==> config.mk <==
export PLATFORM = sky130hd
export DESIGN_NAME = fetch_seq
export DESIGN_NICKNAME = d
export VERILOG_FILES = /design/src/rtl/fetch_seq.sv
export SDC_FILE = /design/constraint.sdc
export NUM_CORES = 1
export LEC_CHECK = 0
export BUFFER_PORTS_ARGS = -buffer_cell sky130_fd_sc_hd__buf_2
export CAP_MARGIN = 20
export CORE_AREA = 2 2 109 111
export DETAILED_ROUTE_END_ITERATION = 7
export DIE_AREA = 0 0 111 113
export GPL_ROUTABILITY_DRIVEN = 0
export PLACE_DENSITY = 0.93
export SYNTH_ARGS = -nofsm -noshare
export SYNTH_HDL_FRONTEND = slang
export SYNTH_SLANG_ARGS = --single-unit
==> constraint.sdc <==
create_clock -name clk -period 2.6 [get_ports clk]
set_input_delay 0 -clock clk [delete_from_list [all_inputs] [get_ports clk]]
set_output_delay 0 -clock clk [all_outputs]
set_load 0.05 [all_outputs]
==> src/rtl/fetch_seq.sv <==
// Instruction-fetch sequencer: chooses the next PC, drives the PC register load
// controls and runs the imem req/ack handshake. Option macro: FETCH_ALIGN_CHECK_EN.
module fetch_seq #(
   parameter logic [31:0] RESET_VEC  = 32'h0000_0000,
   parameter logic [31:0] EXC_VEC    = 32'h0000_0180,
   parameter logic [31:0] INSN_BYTES = 32'd4
) (
   input  logic        clk,
   input  logic        rst,
   input  logic [31:0] cur_pc,
   input  logic        stall,
   input  logic        exc_req,
   input  logic        eret,
   input  logic [31:0] epc_in,
   input  logic        jmp_take,
   input  logic [31:0] jmp_target,
   input  logic        br_take,
   input  logic [31:0] br_target,
   output logic        imem_req,
   output logic [31:0] imem_addr,
   input  logic        imem_ack,
   input  logic [31:0] imem_rdata,
   output logic [31:0] insn,
   output logic        insn_valid,
   output logic [31:0] npc,
   output logic        pc_change,
`ifdef FETCH_ALIGN_CHECK_EN
   output logic        misalign_exc,
`endif
   output logic        pause
);

   localparam logic [1:0] S_BOOT = 2'd0;
   localparam logic [1:0] S_IDLE = 2'd1;
   localparam logic [1:0] S_WAIT = 2'd2;
   localparam logic [1:0] S_HOLD = 2'd3;

   localparam logic [1:0] PRIO_EXC  = 2'd3;
   localparam logic [1:0] PRIO_ERET = 2'd2;
   localparam logic [1:0] PRIO_JMP  = 2'd1;
   localparam logic [1:0] PRIO_BR   = 2'd0;

   logic [1:0]  r_state;
   logic [31:0] r_insn;
   logic        r_insn_valid;
   logic        r_pend_valid;
   logic [31:0] r_pend_tgt;
   logic [1:0]  r_pend_prio;

   logic        w_redir;
   logic [31:0] w_redir_tgt;
   logic [1:0]  w_redir_prio;
   logic        w_new_wins;
   logic [31:0] w_seq_pc;
   logic [1:0]  w_next_state;
   logic        w_pc_change;
   logic        w_is_redir;
   logic [31:0] w_sel_tgt;
   logic [31:0] w_npc_base;
   logic [31:0] w_fixed_tgt;
   logic        w_pend_load;
   logic        w_pend_clr;
   logic        w_capture;
   logic        w_valid_set;

   assign w_redir  = exc_req | eret | jmp_take | br_take;
   assign w_seq_pc = cur_pc + INSN_BYTES;

   // NOTE: every signal assigned in an always_comb gets a default first, so no path can infer a latch.
   always_comb begin
      w_redir_tgt  = br_target;
      w_redir_prio = PRIO_BR;
      if (exc_req) begin
         w_redir_tgt  = EXC_VEC;
         w_redir_prio = PRIO_EXC;
      end else if (eret) begin
         w_redir_tgt  = epc_in;
         w_redir_prio = PRIO_ERET;
      end else if (jmp_take) begin
         w_redir_tgt  = jmp_target;
         w_redir_prio = PRIO_JMP;
      end
   end

   // Equal priority lets the newer redirect replace the held one.
   assign w_new_wins = ~r_pend_valid | (w_redir_prio >= r_pend_prio);

   always_comb begin
      w_next_state = r_state;
      w_pc_change  = 1'b0;
      w_is_redir   = 1'b0;
      w_sel_tgt    = w_redir_tgt;
      w_npc_base   = w_seq_pc;
      w_pend_load  = 1'b0;
      w_pend_clr   = 1'b0;
      w_capture    = 1'b0;
      w_valid_set  = 1'b0;
      case (r_state)
         S_BOOT: begin
            w_pc_change  = 1'b1;
            w_npc_base   = RESET_VEC;
            w_next_state = S_IDLE;
         end
         S_IDLE: begin
            if (w_redir) begin
               w_pc_change = 1'b1;
               w_is_redir  = 1'b1;
            end else if (!stall) begin
               w_next_state = S_WAIT;
            end
         end
         S_WAIT: begin
            if (!imem_ack) begin
               w_pend_load = w_redir & w_new_wins;
            end else if (w_redir || r_pend_valid) begin
               w_pc_change  = 1'b1;
               w_is_redir   = 1'b1;
               w_sel_tgt    = (w_redir && w_new_wins) ? w_redir_tgt : r_pend_tgt;
               w_pend_clr   = 1'b1;
               w_next_state = S_IDLE;
            end else if (stall) begin
               w_capture    = 1'b1;
               w_next_state = S_HOLD;
            end else begin
               w_capture   = 1'b1;
               w_valid_set = 1'b1;
               w_pc_change = 1'b1;
            end
         end
         S_HOLD: begin
            if (w_redir) begin
               w_pc_change  = 1'b1;
               w_is_redir   = 1'b1;
               w_next_state = S_IDLE;
            end else if (!stall) begin
               w_valid_set  = 1'b1;
               w_pc_change  = 1'b1;
               w_next_state = S_IDLE;
            end
         end
         default: w_next_state = S_BOOT;
      endcase
   end

`ifdef FETCH_ALIGN_CHECK_EN
   logic w_misalign;
   assign w_misalign   = w_is_redir & (w_sel_tgt[1:0] != 2'b00);
   assign w_fixed_tgt  = w_misalign ? EXC_VEC : w_sel_tgt;
   assign misalign_exc = w_misalign & ~rst;
`else
   assign w_fixed_tgt  = w_sel_tgt;
`endif

   // Reset forces the PC controls quiet even though S_BOOT would request a load.
   assign pc_change  = w_pc_change & ~rst;
   assign pause      = ~pc_change;
   assign npc        = rst ? 32'h0 : (w_is_redir ? w_fixed_tgt : w_npc_base);
   assign imem_req   = (r_state == S_WAIT);
   assign imem_addr  = cur_pc;
   assign insn       = r_insn;
   assign insn_valid = r_insn_valid;

   // NOTE: sequential state uses non-blocking assignments so all registers update from pre-edge values.
   always_ff @(posedge clk or posedge rst) begin
      if (rst) begin
         r_state      <= S_BOOT;
         r_insn       <= 32'h0;
         r_insn_valid <= 1'b0;
         r_pend_valid <= 1'b0;
         r_pend_tgt   <= 32'h0;
         r_pend_prio  <= 2'd0;
      end else begin
         r_state      <= w_next_state;
         r_insn_valid <= w_valid_set;
         if (w_capture) r_insn <= imem_rdata;
         if (w_pend_clr) begin
            r_pend_valid <= 1'b0;
         end else if (w_pend_load) begin
            r_pend_valid <= 1'b1;
            r_pend_tgt   <= w_redir_tgt;
            r_pend_prio  <= w_redir_prio;
         end
      end
   end

endmodule

==> results of run 1 <==
## area by class of cell
| class | count | area (um2) |
|---|---|---|
| clock inverters | 5 | 82.6 |
| well taps | 143 | 179 |
| inverters | 10 | 38.8 |
| flip-flops and latches | 70 | 1750 |
| repair buffers | 323 | 2000 |
| multi-input cells | 425 | 3400 |
| clock buffers | 11 | 243 |
| fillers | 847 | 3570 |
## power groups by stage
stage	registers [uW]	logic (uW)	clock network (uW)
floorplan	1880	2440	0
global placement	1540	3670	0
detailed placement	1560	3730	0
CTS	1550	3830	1360
global route	1600	4120	1400
finish	1560	3920	1330
## worst min-delay path: stages
cell     delay [ns]
buf_2          0.15
or2_2          0.14
nand2_1        0.04
o21ai_0        0.06
## logic make-up (layout without fill, tap and decap cells)
logic type	count (synthesis)	count (layout)	share of synthesized area
simple gates	171	171	0.158
compound gates	113	113	0.130
mux	113	113	0.238
buf+inv	79	349	0.0859
flops	70	70	0.334
xor+xnor	19	19	0.0317
fa+ha+maj	9	9	0.0215
## flip-flops by register name, summed over array words and instances (netlist names)
signal        count
insn_valid        1
r_pend_valid      1
r_pend_tgt       32
r_pend_prio       2
insn             32
r_state           2
## Yosys cell counts (2+ instances only)
| master | number | share of area |
|---|---|---|
| a211oi_1 | 8 | 0.011 |
| a21o_1 | 5 | 0.0072 |
| a21oi_1 | 51 | 0.049 |
| a221oi_1 | 7 | 0.012 |
| a311oi_1 | 2 | 0.0033 |
| a31oi_1 | 13 | 0.016 |
| and2_1 | 2 | 0.0024 |
| and3_1 | 5 | 0.0060 |
| and4_1 | 2 | 0.0033 |
| buf_1 | 3 | 0.0021 |
| buf_2 | 15 | 0.014 |
| buf_4 | 32 | 0.046 |
| buf_6 | 2 | 0.0043 |
| clkbuf_1 | 17 | 0.012 |
| dfrtp_1 | 70 | 0.33 |
| ha_1 | 9 | 0.021 |
| inv_1 | 9 | 0.0064 |
| mux2_1 | 13 | 0.028 |
| mux2_2 | 83 | 0.18 |
| mux2i_1 | 17 | 0.032 |
| nand2_1 | 103 | 0.074 |
| nand2b_1 | 4 | 0.0048 |
| nand3_1 | 16 | 0.015 |
| nand4_1 | 7 | 0.0083 |
| nor2_1 | 8 | 0.0057 |
| nor3_1 | 9 | 0.0086 |
| nor3b_1 | 2 | 0.0029 |
| nor4_4 | 3 | 0.012 |
| o21a_1 | 2 | 0.0029 |
| o21ai_0 | 13 | 0.012 |
| o21ai_1 | 4 | 0.0038 |
| o31ai_1 | 3 | 0.0043 |
| or2_2 | 3 | 0.0036 |
| or4_1 | 2 | 0.0029 |
| xnor2_1 | 6 | 0.010 |
| xor2_1 | 13 | 0.022 |
## per-layer routing
metal / wire (um) / vias to the layer above / track usage
met5: 0 / - / 0
met4: 354 / 0 / 0.0850
met3: 1540 / 29 / 0.0728
met2: 8980 / 256 / 0.489
met1: 7150 / 2543 / 0.332
li1: - / 2534 / -
## metrics by stage
stage / instance area [um2] / worst slack (ns)
after global routing: 7700 / -0.0473
final: 7700 / 0.0409
after CTS: 7580 / 0.0342
after detailed placement: 6880 / 0.262
after global placement: 6880 / 0.317
after floorplan: 5550 / -0.0144
## path summary, 6_finish.rpt
kind                                                  from                    endpoint  slack (ns)  cells past startpoint
min in group asynchronous                              rst      r_state[1]$_DFFE_PP0P_        0.39                      3
worst max-delay path            r_pend_prio[0]$_DFFE_PP0P_                     npc[25]        0.04                      8
worst min register to register         insn[2]$_DFFE_PP0P_         insn[2]$_DFFE_PP0P_        0.49                      1
worst min-delay path                                  eret  r_pend_prio[1]$_DFFE_PP0P_        0.09                      4
max in group asynchronous                              rst   r_pend_tgt[8]$_DFFE_PP0P_        1.24                      4
worst max register to register      r_state[0]$_DFFE_PP0P_        insn[22]$_DFFE_PP0P_        0.51                      7
## timing repair
action / 4_1_cts / 5_1_grt
buffers inserted: 0 / 1
hold buffers: 34 / 0
resized for setup: 13 / 12
pin swaps: 1 / 10
hold endpoints to repair: 67 / 0
setup endpoints to repair: 18 / 27
cloned: 0 / 2
==> results.sh, run 1 <==
export IMPL_critPathCaptureType="output port"
export IMPL_synth_edff_count=0
export IMPL_htree_levels=3
export IMPL_synth_seq_cells=70
export IMPL_power_share_clock=0.196
export IMPL_post_route_period_util=0.984
export IMPL_synth_fp_nets=751
export IMPL_post_dp_hpwl_mm=12.9
export IMPL_path_class="flip-flop to output port"
export IMPL_drive_above_1_share=0.521
export IMPL_path_delay_family="compound AO/OA/AOI/OAI gates"
export IMPL_rsz0062_at_grt="yes"
export IMPL_dr_pass1_iters=4
export IMPL_hold_viol_final=0
export IMPL_grt_max_degree=38
export IMPL_vias=5362
export IMPL_grt_pass1_wl_mm=27.7
export IMPL_placementRows=39
export IMPL_hp_class="primary input to flip-flop"
export IMPL_crit_buf_inv=2
export IMPL_power_switching_uw=3250
export IMPL_tritoncts="done"
export IMPL_clkLatencyLatePin_ns=0.33
export IMPL_max_stage_delay_ns=0.38
export IMPL_drc=0
export IMPL_finalSetupTns_ns=0
export IMPL_routed_via_density=5.43
export IMPL_final_cell_mix="buf_2, nand2_1, mux2_2"
export IMPL_clk_pin_slew_ns=0.06
export IMPL_peakVddDrop_mv=0.526
export IMPL_fin_cells=987
export IMPL_io_buffers=267
export IMPL_die_area_um2=12500
export IMPL_drt_iter0_markers=410
export IMPL_avgRoutedWirePerCell_um=18.3
export IMPL_syn_to_final_growth_pct=46.8
export IMPL_syn_inst=574
export IMPL_fmax_mhz=391
export IMPL_crit_slowest_cell="dfrtp_1"
export IMPL_combPwrFrac=0.575
export IMPL_n_antenna_cell=0
export IMPL_tightestPinTransition_ns=0.810
export IMPL_utilization=0.683
export IMPL_cts_buffers=9
export IMPL_drt_total_wl_mm=18.0
export IMPL_cp_start_kind="flip-flop"
export IMPL_powerDensity_nw_per_um2=884
export IMPL_die_h_um=113
export IMPL_period_needed_ns=2.56
export IMPL_syn_area_per_cell_um2=9.14
export IMPL_dp_cells=934
export IMPL_grt_total_usage=0.276
export IMPL_setup_viol=0
export IMPL_hold_worst_slack_ns=0.0911
export IMPL_crit_required_ns=2.60
export IMPL_antenna_found_initial=0
export IMPL_drtAntennaViolNets=0
export IMPL_synth_ff_type="dfrtp_1"
export IMPL_synthDistinctLibCells=47
export IMPL_yosysSeqAreaShare=0.334
export IMPL_ys_async_sr_fraction=1.00
export IMPL_maxSlewViolCount=0
export IMPL_maxCapViolCount=0
export IMPL_cts_root_buf="clkbuf_16"
export IMPL_sequentialPowerShare=0.229
export IMPL_path_cells="ha_1 -> nand2b_4 -> a211o_4 -> a21o_4 -> buf_12 -> mux2i_1 -> a221oi_4 -> buf_6"
export IMPL_relSlewSlack=0.460
export IMPL_grt_pass1_vias=5379
export IMPL_final_common_cell="buf_2"
export IMPL_final_nets=1016
export IMPL_status="complete, no violations"
export IMPL_crit_fanout=8
export IMPL_clock_path_buffers=2
export IMPL_skew_ns=0.0103
export IMPL_core_area_um2=11300
export IMPL_p_leak_uw=0.00384
export IMPL_power_uw=6810
export IMPL_synth_area_um2=5250
export IMPL_cp_arrival_ns=2.56
export IMPL_yosys_warnings=0
export IMPL_numClockSinks=70
export IMPL_die_x_um=111
export IMPL_io_pins=268
export IMPL_p_int_uw=3560
export IMPL_swShare=0.477
export IMPL_start_util=0.465
export IMPL_overflow=0
No activity file was read; power rests on OpenSTA's default activity.
==> run 2, diff against run 1 <==
Settings changed: CELL_PAD_IN_SITES_DETAIL_PLACEMENT set to 1, CELL_PAD_IN_SITES_GLOBAL_PLACEMENT set to 2, CORE_AREA 2 2 109 111 to 2 2 146 148, DIE_AREA 0 0 111 113 to 0 0 148 150.
==> run 2 against run 1 <==
The flow now finishes with violations (negative setup slack). Clock skew about the same. Design area up 4.1%. Wire length up 25%. Clock power about the same. Die area up 77%. Non-clock buffer count up 3. Utilization down 30 points. Register-to-register slack worse by 0.02 ns. Via count up 1.2%. Final cell count up 14%. Critical path type unchanged. Critical endpoint is now npc[8].
==> results.sh, run 2 (synthesis gave the netlist of run 1 again) <==
export IMPL_timing_final_ws_setup_ns=-0.0202
export IMPL_tightestPinTransition_ns=0.837
export IMPL_skew_ns=0.0104
export IMPL_grt_max_degree=34
export IMPL_placementRows=53
export IMPL_clock_path_buffers=2
export IMPL_syn_to_final_growth_pct=52.9
export IMPL_period_needed_ns=2.62
export IMPL_grt_pass1_vias=5815
export IMPL_multiInputGateArea_um2=3450
export IMPL_maxSlewViolCount=0
export IMPL_dr_pass1_iters=4
export IMPL_drt_total_wl_mm=22.5
export IMPL_drt_iter0_markers=140
export IMPL_setup_viol=1
export IMPL_rsz0062_at_grt="yes"
export IMPL_crit_slowest_cell="dfrtp_1"
export IMPL_core_area_um2=20700
export IMPL_clk_pin_slew_ns=0.07
export IMPL_fillCellCount=2422
export IMPL_cts_root_buf="clkbuf_16"
export IMPL_status="complete, but fails checks"
export IMPL_final_nets=1019
export IMPL_io_pins=268
export IMPL_max_stage_delay_ns=0.39
export IMPL_numClockSinks=70
export IMPL_hold_viol_final=0
export IMPL_drive_above_1_share=0.535
export IMPL_relSlewSlack=0.442
export IMPL_post_route_period_util=1.01
export IMPL_die_x_um=148
export IMPL_die_area_um2=22200
export IMPL_pre_cts_slack_ns=0.256
export IMPL_hp_class="primary input to flip-flop"
export IMPL_path_class="flip-flop to output port"
export IMPL_vias=5424
export IMPL_power_uw=7060
export IMPL_crit_fanout=8
export IMPL_powerDensity_nw_per_um2=880
export IMPL_critPathCaptureType="output port"
export IMPL_p_leak_uw=0.00385
export IMPL_grt_pass1_wl_mm=32.9
export IMPL_maxCapViolCount=0
export IMPL_path_cells="ha_1 -> nand2b_4 -> a211o_4 -> a21o_4 -> buf_12 -> mux2i_4 -> a221oi_4 -> buf_6"
export IMPL_start_util=0.254
export IMPL_routed_via_density=4.83
export IMPL_violations="negative setup slack"
export IMPL_crit_required_ns=2.60
export IMPL_htree_levels=3
export IMPL_peakVddDrop_mv=0.512
export IMPL_crit_buf_inv=2
export IMPL_seqCellArea_um2=1750
export IMPL_cp_arrival_ns=2.62
export IMPL_tritoncts="done"
export IMPL_path_delay_family="compound AO/OA/AOI/OAI gates"
export IMPL_final_common_cell="buf_2"
export IMPL_drc=0
export IMPL_post_dp_hpwl_mm=16.4
export IMPL_drtAntennaViolNets=0
export IMPL_fmax_mhz=382
export IMPL_clkLatencyLatePin_ns=0.35
export IMPL_cts_buffers=9
export IMPL_die_h_um=150
export IMPL_final_cell_mix="buf_2, nand2_1, mux2_2"
export IMPL_grt_total_usage=0.194
export IMPL_overflow=0
export IMPL_io_buffers=267
export IMPL_avgRoutedWirePerCell_um=20.0
export IMPL_cp_start_kind="flip-flop"
export IMPL_antenna_found_initial=1
## run 2: cell count changes in the layout (fill, tap and decap cells not counted), sizes merged
cell      change
clkinvlp      -2
diode         +1
buf           -1
clkinv        +4
bufinv        -1
clkbuf        +3
## run 2: per-layer routing
| layer | wire length, um | global-route usage | up-vias |
|---|---|---|---|
| li1 | - | - | 2552 |
| met1 | 9660 | 0.240 | 2660 |
| met2 | 11100 | 0.339 | 194 |
| met3 | 1440 | 0.0515 | 18 |
| met4 | 289 | 0.0452 | 0 |
| met5 | 0 | 0 | - |
## run 2: area by class of cell
class | count | area share
multi-input combinational | 425 | 0.431
clock buffer | 10 | 0.0298
antenna | 1 | 0.000312
sequential | 70 | 0.218
tap | 275 | 0.0429
clock inverter | 6 | 0.00858
timing repair buffer | 326 | 0.265
inverter | 10 | 0.00499
## run 2: final timing paths
kind	cells past startpoint	endpoint	start	slack [ns]
max in group asynchronous	4	insn[5]$_DFFE_PP0P_	rst	1.72
max reg2reg	7	r_pend_tgt[26]$_DFFE_PP0P_	r_pend_prio[0]$_DFFE_PP0P_	0.49
max	8	npc[8]	r_pend_prio[0]$_DFFE_PP0P_	-0.02
min in group asynchronous	3	r_pend_prio[1]$_DFFE_PP0P_	rst	0.31
min	4	r_pend_prio[1]$_DFFE_PP0P_	eret	0.05
min reg2reg	1	insn[0]$_DFFE_PP0P_	insn[0]$_DFFE_PP0P_	0.48
## run 2: power breakdown
part | internal (uW) | switching (uW)
clock network | 775 | 536
registers | 1390 | 179
logic | 1460 | 2720
total | 3620 | 3440
## run 2: repair_timing
action | 4_1_cts | 5_1_grt
pin swaps | 1 | 11
resized for setup | 20 | 37
endpoints found under the setup margin | 21 | 32
hold buffers | 34 | 0
setup buffers | 1 | 2
endpoints found under the hold margin | 58 | 0
cloned | 0 | 2
## run 2: per-stage QoR
stage	instance area, um2	utilization	std cells	hold WS (ns)	TNS (ns)
detailed placement	7110	0.344	1067	0.139	0
CTS	7830	0.378	1118	0.0405	-0.0235
floorplan	5550	-	574	0.0664	-0.0289
finish	8020	0.388	1123	0.0486	-0.0202
global route	8020	0.388	1122	0.0773	-0.754
global placement	7090	0.343	1066	0.216	0
## run 2: worst reg2reg max path: stages, from the launching register on
cell and delay [ns]:
dfrtp_1 0.39, ha_1 0.27, nand2b_4 0.15, a211o_4 0.37
buf_4 0.14, nor4bb_4 0.15, buf_4 0.19, mux2_1 0.33
==> run 3, diff against run 2 <==
Settings changed: CORE_AREA 2 2 146 148 to 2 2 155 157, DIE_AREA 0 0 148 150 to 0 0 157 159, PLACE_DENSITY 0.93 to 0.79, SKIP_CTS_REPAIR_TIMING set to 1.
Clock period 2.6 ns to 2.2 ns, I/O delays scaled along.
==> run 3 against run 2 <==
The flow still finishes with violations (negative setup slack). Die area increased by 12%. Global-route usage decreased by 2.5 points. Clock power increased by 27%. Critical path depth increased by 1. Sequential share of layout area decreased by 1.9 points. Worst hold slack improved by 0.021 ns. Critical path type unchanged. Critical endpoint is now npc[14].
==> results.sh, run 3 (synthesis gave the netlist of run 1 again) <==
export IMPL_grt_max_degree=41
export IMPL_routed_via_density=4.63
export IMPL_violations="negative setup slack"
export IMPL_antenna_found_initial=4
export IMPL_grt_pass1_wl_mm=32.6
export IMPL_htree_levels=3
export IMPL_maxSlewViolCount=0
export IMPL_power_share_clock=0.180
export IMPL_final_common_cell="buf_2"
export IMPL_powerDensity_nw_per_um2=1050
export IMPL_combPwrFrac=0.617
export IMPL_power_uw=9230
export IMPL_grt_total_usage=0.169
export IMPL_max_stage_delay_ns=0.38
export IMPL_utilization=0.379
export IMPL_clkLatencyLatePin_ns=0.34
export IMPL_p_int_uw=4870
export IMPL_setup_viol=48
export IMPL_drive_above_1_share=0.569
export IMPL_overflow=0
export IMPL_fmax_mhz=392
export IMPL_tightestPinTransition_ns=0.802
export IMPL_hold_worst_slack_ns=0.0698
export IMPL_sequentialPowerShare=0.203
export IMPL_die_x_um=157
export IMPL_start_util=0.226
export IMPL_io_pins=268
export IMPL_swShare=0.472
export IMPL_cp_arrival_ns=2.55
export IMPL_dr_pass1_iters=4
export IMPL_grt_pass1_vias=5810
export IMPL_crit_fanout=16
export IMPL_path_delay_family="compound AO/OA/AOI/OAI gates"
export IMPL_crit_required_ns=2.20
export IMPL_cts_buffers=9
export IMPL_peakVddDrop_mv=0.455
export IMPL_crit_top_cell="buf_6"
export IMPL_p_leak_uw=0.00417
export IMPL_relSlewSlack=0.466
export IMPL_critPathCaptureType="output port"
export IMPL_status="complete, but fails checks"
export IMPL_post_dp_hpwl_mm=17.0
export IMPL_fillCellCount=2658
export IMPL_clock_path_buffers=2
export IMPL_clk_pin_slew_ns=0.06
export IMPL_numClockSinks=70
export IMPL_power_switching_uw=4350
export IMPL_skew_ns=0.00576
export IMPL_final_nets=1057
export IMPL_period_needed_ns=2.55
export IMPL_timing_final_ws_setup_ns=-0.354
export IMPL_rsz0062_at_grt="yes"
export IMPL_syn_to_final_growth_pct=67.5
export IMPL_vias=5585
export IMPL_cts_root_buf="clkbuf_16"
export IMPL_die_h_um=159
export IMPL_cp_start_kind="flip-flop"
export IMPL_placementRows=56
export IMPL_hp_class="primary input to flip-flop"
export IMPL_tritoncts="done"
export IMPL_io_buffers=267
export IMPL_drt_total_wl_mm=22.6
export IMPL_maxCapViolCount=0
export IMPL_crit_slowest_cell="dfrtp_1"
export IMPL_drtAntennaViolNets=0
export IMPL_place_area_um2=7620
export IMPL_core_area_um2=23200
export IMPL_drt_iter0_markers=164
export IMPL_avgRoutedWirePerCell_um=18.7
export IMPL_crit_buf_inv=3
export IMPL_die_area_um2=25000
export IMPL_drc=0
export IMPL_path_class="flip-flop to output port"
export IMPL_final_area_um2=8790
export IMPL_final_cell_mix="buf_2, nand2_1, mux2_2"
export IMPL_post_route_period_util=1.16
export IMPL_hold_viol_final=0
export IMPL_path_cells="ha_1 -> nand2b_4 -> a211o_1 -> a21o_1 -> buf_12 -> buf_6 -> mux2i_2 -> a21oi_4 -> buf_6"
[run 3: final cells by class]
class / instances / area (um2) / area share
repair buffers: 364 / 2540 / 0.290
clock buffers: 9 / 225 / 0.0256
flip-flops and latches: 70 / 1750 / 0.199
inverters: 10 / 51.3 / 0.00584
diodes: 1 / 2.50 / 0.000285
multi-input cells: 425 / 3710 / 0.422
well taps: 319 / 399 / 0.0454
clock inverters: 7 / 105 / 0.0120
[run 3: worst reg2reg max path, stage by stage, from the launching register on]
cell and delay, ns:
dfrtp_1 0.38, ha_1 0.29, nand2b_4 0.14, a211o_1 0.29, buf_6 0.14, buf_6 0.10
nor4bb_4 0.14, buf_6 0.14, clkbuf_16 0.19, mux2_1 0.32
[run 3: final timing paths]
path	startpoint	depth (start not counted)	slack (ns)	to
hold reg to reg	insn[6]$_DFFE_PP0P_	1	0.49	insn[6]$_DFFE_PP0P_
setup / recovery	r_pend_prio[0]$_DFFE_PP0P_	9	-0.35	npc[14]
max in group asynchronous	rst	4	1.01	insn[8]$_DFFE_PP0P_
hold / removal	jmp_take	3	0.07	r_pend_prio[0]$_DFFE_PP0P_
setup reg to reg	r_pend_prio[0]$_DFFE_PP0P_	9	-0.06	r_pend_tgt[24]$_DFFE_PP0P_
min in group asynchronous	rst	3	0.38	insn_valid$_DFF_PP0_
[run 3: per-stage QoR]
stage | setup slack, ns | cells | setup TNS, ns
global placement | -0.0612 | 1141 | -0.223
CTS | -0.529 | 1157 | -13.78
detailed placement | -0.0890 | 1141 | -0.515
global route | -0.437 | 1205 | -12.88
finish | -0.354 | 1205 | -8.92
floorplan | -0.126 | 574 | -0.675
[run 3: routing by layer]
metal / vias to the layer above / track usage / wire length, um / part of all wire
met3: 24 / 0.0365 / 1330 / 0.059
li1: 2623 / - / - / -
met4: 6 / 0.0379 / 299 / 0.013
met5: - / 0 / 42 / 0.0019
met2: 200 / 0.278 / 10900 / 0.48
met1: 2732 / 0.226 / 10000 / 0.44
[run 3: power groups by stage]
stage	Combinational (uW)	Clock [uW]	Sequential [uW]
floorplan	3260	0	2220
global placement	5030	0	1830
detailed placement	5070	0	1850
CTS	5110	1700	1840
global route	5990	1770	1920
finish	5690	1660	1870
